===== src/rtl/fpu_pkg.sv =====
// Shared FPU definitions: format widths, comparator opcodes/flags and the
// canonical quiet-NaN pattern for any exponent/fraction width.
package fpu_pkg;

  localparam int FP16_EXP_W  = 5;
  localparam int FP16_FRAC_W = 10;
  localparam int FP16_W      = 1 + FP16_EXP_W + FP16_FRAC_W;

  typedef logic [FP16_W-1:0] fp16_t;

  typedef enum logic [2:0] {
    CMP_EQ  = 3'd0,
    CMP_LT  = 3'd1,
    CMP_LE  = 3'd2,
    CMP_MIN = 3'd3,
    CMP_MAX = 3'd4
  } comp_op_t;

  typedef struct packed {
    logic lt;
    logic eq;
    logic gt;
    logic unordered;
    logic invalid;
  } comp_flags_t;

  // {0, all-ones exponent, fraction MSB set}, right-aligned in 64 bits.
  function automatic logic [63:0] canon_qnan(input int exp_w, input int frac_w);
    return (((64'd1 << exp_w) - 64'd1) << frac_w) | (64'd1 << (frac_w - 1));
  endfunction

endpackage


===== src/rtl/fpu_comp_core.sv =====
// Combinational compare/select core: orders two pre-classified operands and
// produces the per-op result plus relation and exception flags.
module fpu_comp_core
  import fpu_pkg::*;
#(
  parameter int EXP_W  = FP16_EXP_W,
  parameter int FRAC_W = FP16_FRAC_W
) (
  input  logic [EXP_W+FRAC_W:0] a,
  input  logic [EXP_W+FRAC_W:0] b,
  input  logic [2:0]            op,
  input  logic                  a_nan,
  input  logic                  a_snan,
  input  logic                  a_zero,
  input  logic                  b_nan,
  input  logic                  b_snan,
  input  logic                  b_zero,
  output logic [EXP_W+FRAC_W:0] result,
  output comp_flags_t           flags
);

  localparam int W = 1 + EXP_W + FRAC_W;
  localparam logic [63:0] QNAN64 = canon_qnan(EXP_W, FRAC_W);
  localparam logic [W-1:0] QNAN = QNAN64[W-1:0];

  logic mag_lt;
  logic mag_eq;

  always_comb begin
    mag_lt = a[W-2:0] < b[W-2:0];
    mag_eq = a[W-2:0] == b[W-2:0];
    flags  = '0;
    result = '0;

    flags.unordered = a_nan | b_nan;
    if (!flags.unordered) begin
      if (a_zero && b_zero) begin
        flags.eq = 1'b1;
      end else if (a[W-1] != b[W-1]) begin
        flags.lt = a[W-1];
        flags.gt = b[W-1];
      end else if (mag_eq) begin
        flags.eq = 1'b1;
      end else if (a[W-1]) begin
        // both negative: larger magnitude is the smaller value
        flags.lt = ~mag_lt;
        flags.gt = mag_lt;
      end else begin
        flags.lt = mag_lt;
        flags.gt = ~mag_lt;
      end
    end

    flags.invalid = a_snan | b_snan
                  | (flags.unordered && (op == CMP_LT || op == CMP_LE))
                  | (op > CMP_MAX);

    case (op)
      CMP_EQ:  result = W'(flags.eq);
      CMP_LT:  result = W'(flags.lt);
      CMP_LE:  result = W'(flags.lt | flags.eq);
      CMP_MIN, CMP_MAX: begin
        if (a_nan && b_nan)      result = QNAN;
        else if (a_nan)          result = b;
        else if (b_nan)          result = a;
        else if (a_zero && b_zero)
          // OR keeps a set sign bit (-0 wins), AND clears it (+0 wins)
          result = (op == CMP_MIN) ? (a | b) : (a & b);
        else if (op == CMP_MIN)  result = flags.gt ? b : a;
        else                     result = flags.lt ? b : a;
      end
      default: result = '0;
    endcase
  end

endmodule


===== src/rtl/fpu_comp_pipe.sv =====
// Two-stage IEEE-754 comparator / min-max unit with valid/ready back-pressure;
// S1 registers operands and their classification, S2 registers the outcome.
module fpu_comp_pipe
  import fpu_pkg::*;
#(
  parameter int EXP_W  = FP16_EXP_W,
  parameter int FRAC_W = FP16_FRAC_W
) (
  input  logic                  clock,
  input  logic                  reset,
  input  logic                  in_valid,
  output logic                  in_ready,
  input  logic [2:0]            op,
  input  logic [EXP_W+FRAC_W:0] a,
  input  logic [EXP_W+FRAC_W:0] b,
  output logic                  out_valid,
  input  logic                  out_ready,
  output logic [EXP_W+FRAC_W:0] result,
  output logic                  lt,
  output logic                  eq,
  output logic                  gt,
  output logic                  unordered,
  output logic                  invalid
);

  localparam int W = 1 + EXP_W + FRAC_W;

  // {nan, snan, zero}
  function automatic logic [2:0] classify(input logic [W-1:0] x);
    logic exp_ones, exp_zero, frac_zero;
    exp_ones  = &x[W-2:FRAC_W];
    exp_zero  = ~|x[W-2:FRAC_W];
    frac_zero = ~|x[FRAC_W-1:0];
    return {exp_ones & ~frac_zero, exp_ones & ~frac_zero & ~x[FRAC_W-1], exp_zero & frac_zero};
  endfunction

  logic            adv1, adv2;
  logic            vld_p1_q, vld_p1_d;
  logic [W-1:0]    a_p1_q, a_p1_d, b_p1_q, b_p1_d;
  logic [2:0]      op_p1_q, op_p1_d;
  logic [2:0]      cls_a_p1_q, cls_a_p1_d, cls_b_p1_q, cls_b_p1_d;
  logic            vld_p2_q, vld_p2_d;
  logic [W-1:0]    result_p2_q, result_p2_d;
  comp_flags_t     flags_p2_q, flags_p2_d;
  logic [W-1:0]    core_result;
  comp_flags_t     core_flags;

  always_comb begin
    adv2 = ~vld_p2_q | out_ready;
    adv1 = ~vld_p1_q | adv2;

    // S1: operand capture and classification
    vld_p1_d   = adv1 ? in_valid : vld_p1_q;
    a_p1_d     = a_p1_q;
    b_p1_d     = b_p1_q;
    op_p1_d    = op_p1_q;
    cls_a_p1_d = cls_a_p1_q;
    cls_b_p1_d = cls_b_p1_q;
    if (adv1 && in_valid) begin
      a_p1_d     = a;
      b_p1_d     = b;
      op_p1_d    = op;
      cls_a_p1_d = classify(a);
      cls_b_p1_d = classify(b);
    end

    // S2: compare/select outcome, held while the consumer stalls
    vld_p2_d    = adv2 ? vld_p1_q : vld_p2_q;
    result_p2_d = result_p2_q;
    flags_p2_d  = flags_p2_q;
    if (adv2 && vld_p1_q) begin
      result_p2_d = core_result;
      flags_p2_d  = core_flags;
    end
  end

  fpu_comp_core #(.EXP_W(EXP_W), .FRAC_W(FRAC_W)) u_core (
    .a      (a_p1_q),
    .b      (b_p1_q),
    .op     (op_p1_q),
    .a_nan  (cls_a_p1_q[2]),
    .a_snan (cls_a_p1_q[1]),
    .a_zero (cls_a_p1_q[0]),
    .b_nan  (cls_b_p1_q[2]),
    .b_snan (cls_b_p1_q[1]),
    .b_zero (cls_b_p1_q[0]),
    .result (core_result),
    .flags  (core_flags)
  );

  always_ff @(posedge clock) begin
    if (reset) begin
      vld_p1_q    <= 1'b0;
      vld_p2_q    <= 1'b0;
      result_p2_q <= '0;
      flags_p2_q  <= '0;
    end else begin
      vld_p1_q    <= vld_p1_d;
      vld_p2_q    <= vld_p2_d;
      result_p2_q <= result_p2_d;
      flags_p2_q  <= flags_p2_d;
    end
  end

  always_ff @(posedge clock) begin
    a_p1_q     <= a_p1_d;
    b_p1_q     <= b_p1_d;
    op_p1_q    <= op_p1_d;
    cls_a_p1_q <= cls_a_p1_d;
    cls_b_p1_q <= cls_b_p1_d;
  end

  assign in_ready  = adv1;
  assign out_valid = vld_p2_q;
  assign result    = result_p2_q;
  assign lt        = flags_p2_q.lt;
  assign eq        = flags_p2_q.eq;
  assign gt        = flags_p2_q.gt;
  assign unordered = flags_p2_q.unordered;
  assign invalid   = flags_p2_q.invalid;

endmodule


===== config.mk =====
export PLATFORM = sky130hd
export DESIGN_NAME = fpu_comp_pipe
export DESIGN_NICKNAME = d
export VERILOG_FILES = /design/src/rtl/fpu_pkg.sv /design/src/rtl/fpu_comp_core.sv /design/src/rtl/fpu_comp_pipe.sv
export SDC_FILE = /design/constraint.sdc
export NUM_CORES = 1
export LEC_CHECK = 0
export ABC_AREA = 1
export CAP_MARGIN = 20
export CORE_UTILIZATION = 30
export CTS_CLUSTER_DIAMETER = 150
export DETAILED_ROUTE_END_ITERATION = 10
export SLEW_MARGIN = 40
export SYNTH_ARGS = -nofsm -noshare
export SYNTH_HDL_FRONTEND = slang
export SYNTH_SLANG_ARGS = --single-unit

===== constraint.sdc =====
create_clock -name clock -period 2.45 [get_ports clock]
set_input_delay 0.3675 -clock clock [delete_from_list [all_inputs] [get_ports clock]]
set_output_delay 0.3675 -clock clock [all_outputs]
set_load 0.02 [all_outputs]

==> out/metrics.csv <==
metric,value,unit
finClkSkew,0.00877,ns
worst_setup_path_end_kind,flip-flop,
post-route-util,45.3,%
multiInputGateArea,2970,um^2
worstPathArrival,2.82,ns
synth_edf_count,41,
die_h,127,um
cts_buffers,9,
antenna_found_initial,0,
clk-insertion-delay-late,0.34,ns
syn-cell-area,4650,um^2
gr-usage-all-layers,16.9,%
min_to,result[7]$_SDFFE_PP0P_,
initial_core_util,30.7,%
drc,0,
relSlewSlack,37.1,%
synth_top_family_by_area,simple AND/OR/NAND/NOR gates,
holdBufCountCts,0,
worst_slack,-0.105,ns
syn_nets,662,
drt_iter0_drc,274,
hold_violations,0,
pre_cts_ws,-0.0964,ns
p_total,0.00339,W
status,"finished, violations left",
final-seq-area,1690,um^2
avgSynthCellArea,8.08,um^2
setup_viol,14,
setup_tns,-0.604,ns
worstSetupPathType,reg -> reg,
wl_per_cell,15.3,um
min_from,result[7]$_SDFFE_PP0P_,
violations,setup timing,
power.leakage,3.03,nW
max_slew.worst_pin.slew,0.938,ns
crit_fanout,8,
yosysMostFrequentCell,nand2_1,
synthMuxAreaShare,0,%
synthDistinctLibCells,39,
grt.overflow.total,0,
hold_depth,2,
top_level_ports,62,
dieWidth,127,um
drv_cap,0,
fillCellCount,1442,
crit_required,2.72,ns
viasPerCell,4.83,
htreeDepth,3,
fin_nets,803,
grt_max_degree,42,
synth_warnings,0,
synth-seq-cells,64,
startpoint_type,flip-flop,
async_flop_share,0,%
netlist_top_cells_area,"edfxtp_1 (26%), ha_1 (13%), nand2_1 (12%), dfxtp_1 (9.9%), nand3_1 (5.8%)",
irDropWorstVdd,0.295,mV
combPwrFrac,26.4,%
cts_tree,built,
internal_power,0.00239,W
ys_seq_area_share,36.4,%
drtAntennaViolNets,0,
pwr-share-seq,36.8,%
synthCells,576,
dr.pass1.iters,4,
clock_sinks,64,
r2r_setup_slack,-0.11,ns
synth_xor_area_share,0,%
core-area,15100,um^2
drive_above_1_share,37.3,%
port_buffers,61,
dieArea,16000,um^2
synth_adder_area_share,12.6,%
gp_routability_congestion,0.879,
r2r.worst_path.cells,18,
switching_share,29.6,%
clk_pin_slew_worst_paths,0.06,ns
synthFlopType,edfxtp_1,
finalCriticalPeriod,2.56,ns
power.density,494,nW/um^2
rsz0062_at_grt,yes,
syn_to_final_growth,47.5,%
synth_compound_area_share,12.2,%
wl,13900,um
synth_common_cells,"nand2_1 (151), inv_1 (70), nand3_1 (54)",
hp-class,reg -> reg,
fin_crit_sh,104,%
cts_root_buf,clkbuf_16,
synth-simple-area-share,28.1,%
clkPwrFrac,36.9,%
synth_top_cell_area_share,26.5,%
synth_largest_area_cell,edfxtp_1,
slew_violations,0,
p_sw,0.00101,W
rows,45,
grt_pass1_wl,21000,um
rr_endpoint,result[9]$_SDFFE_PP0P_,
ctsLongestPathBuffers,2,
rr_startpoint,a_p1_q[11]$_DFFE_PP_,
dr_total_vias,4399,
max_freq,0.391,GHz
hpwlAfterDp,9690,um
num_antenna_cells,0,
grt_pass1_vias,4171,
cells by family (layout without fill, tap and decap cells):
family,count (synthesis),in the layout
adders and majority gates,47,47
DFF,64,64
buffers and inverters,98,244
AOI/OAI and AO/OA,94,94
and+or+nand+nor,273,273
worst max-delay path by stage:
stage | slack [ns] | end | start | cells past startpoint
floorplan | 0.21 | result[6]$_SDFFE_PP0P_ | b_p1_q[10]$_DFFE_PP_ | 18
global placement | -0.02 | result[5]$_SDFFE_PP0P_ | a_p1_q[6]$_DFFE_PP_ | 17
detailed placement | -0.1 | result[10]$_SDFFE_PP0P_ | b_p1_q[12]$_DFFE_PP_ | 19
CTS | -0.10 | result[10]$_SDFFE_PP0P_ | b_p1_q[11]$_DFFE_PP_ | 18
global route | -0.25 | result[9]$_SDFFE_PP0P_ | b_p1_q[5]$_DFFE_PP_ | 20
finish | -0.11 | result[9]$_SDFFE_PP0P_ | a_p1_q[11]$_DFFE_PP_ | 18
power groups by stage:
stage | combinational (W) | clock (W) | sequential [W]
3_3_place_gp | 0.000689 | 0 | 0.00127
3_5_place_dp | 0.000701 | 0 | 0.00127
5_1_grt | 0.000972 | 0.00132 | 0.00125
2_1_floorplan | 0.000392 | 0 | 0.00128
4_1_cts | 0.000761 | 0.00127 | 0.00124
6_report | 0.000895 | 0.00125 | 0.00125
worst max-delay path, stage by stage (launching register included):
cell and delay, ns:
edfxtp_1 0.46, inv_2 0.10, ha_1 0.23, nor2_2 0.11, nand2_2 0.08, nor3_4 0.18
nand2_4 0.10, nand2_4 0.11, nand2_4 0.06, nand3_4 0.11, nand2_8 0.10, buf_4 0.15
o211ai_2 0.17, nand3_2 0.09, nand2_1 0.07, nand2_1 0.06, nand2_2 0.09, nand2_1 0.07
a21oi_1 0.15
cells in the final DEF, fill, tap and decap left out, drive strengths merged:
cell	Yosys	routed
clkinvlp	0	1
nor2	22	22
a21oi	54	54
clkdlybuf4s50	0	61
nand4	4	4
dfxtp	23	23
clkinv	0	5
clkbuf	11	9
inv	73	74
o32ai	1	1
buf	13	93
nand3	67	67
ha	47	47
or4	2	2
o211ai	12	12
o21bai	1	1
nand2	166	166
a211oi	1	1
edfxtp	41	41
o21ai	24	24
nor3	10	10
nor4	2	2
bufinv	0	1
o221ai	1	1
through the flow:
| step | area [um^2] | hold slack, ns | cells |
|---|---|---|---|
| 2_1_floorplan | 4650 | 0.466 | 576 |
| 3_3_place_gp | 5830 | 0.453 | 871 |
| 3_5_place_dp | 5830 | 0.455 | 871 |
| 4_1_cts | 6340 | 0.461 | 896 |
| 5_1_grt | 6860 | 0.475 | 910 |
| 6_report | 6860 | 0.461 | 910 |
sequential cells by signal, summed over array words and instances (netlist names):
signal      count
vld_p1_q        1
lt              1
cls_b_p1_q      3
op_p1_q         3
eq              1
gt              1
cls_a_p1_q      3
result         16
invalid         1
b_p1_q         16
a_p1_q         16
unordered       1
out_valid       1
cell type report:
cell class                      instances  share of cell area (%)
Timing Repair Buffer                  154                    20.2
Inverter                               73                    4.18
Clock inverter                          7                   0.912
Multi-Input combinational cell        414                    43.3
Sequential cell                        64                    24.6
Tap cell                              188                    3.43
Timing Repair inverter                  1                  0.0912
Clock buffer                            9                    3.28
metal layers:
metal  GRT usage (%)  up-vias  wire length [um]
li1                -     2194                 -
met1            22.4     2028              6450
met2            26.6      158              6320
met3            3.54       19               793
met4            7.30        0               329
met5               0        -                 0
what timing repair did:
item / in CTS / in global routing
setup endpoints to repair: 15 / 16
gates resized for setup: 43 / 106
gates cloned: 1 / 0
pin swaps: 12 / 63
buffers inserted: 8 / 18
Note: power is estimated with default switching activity, not from simulation.
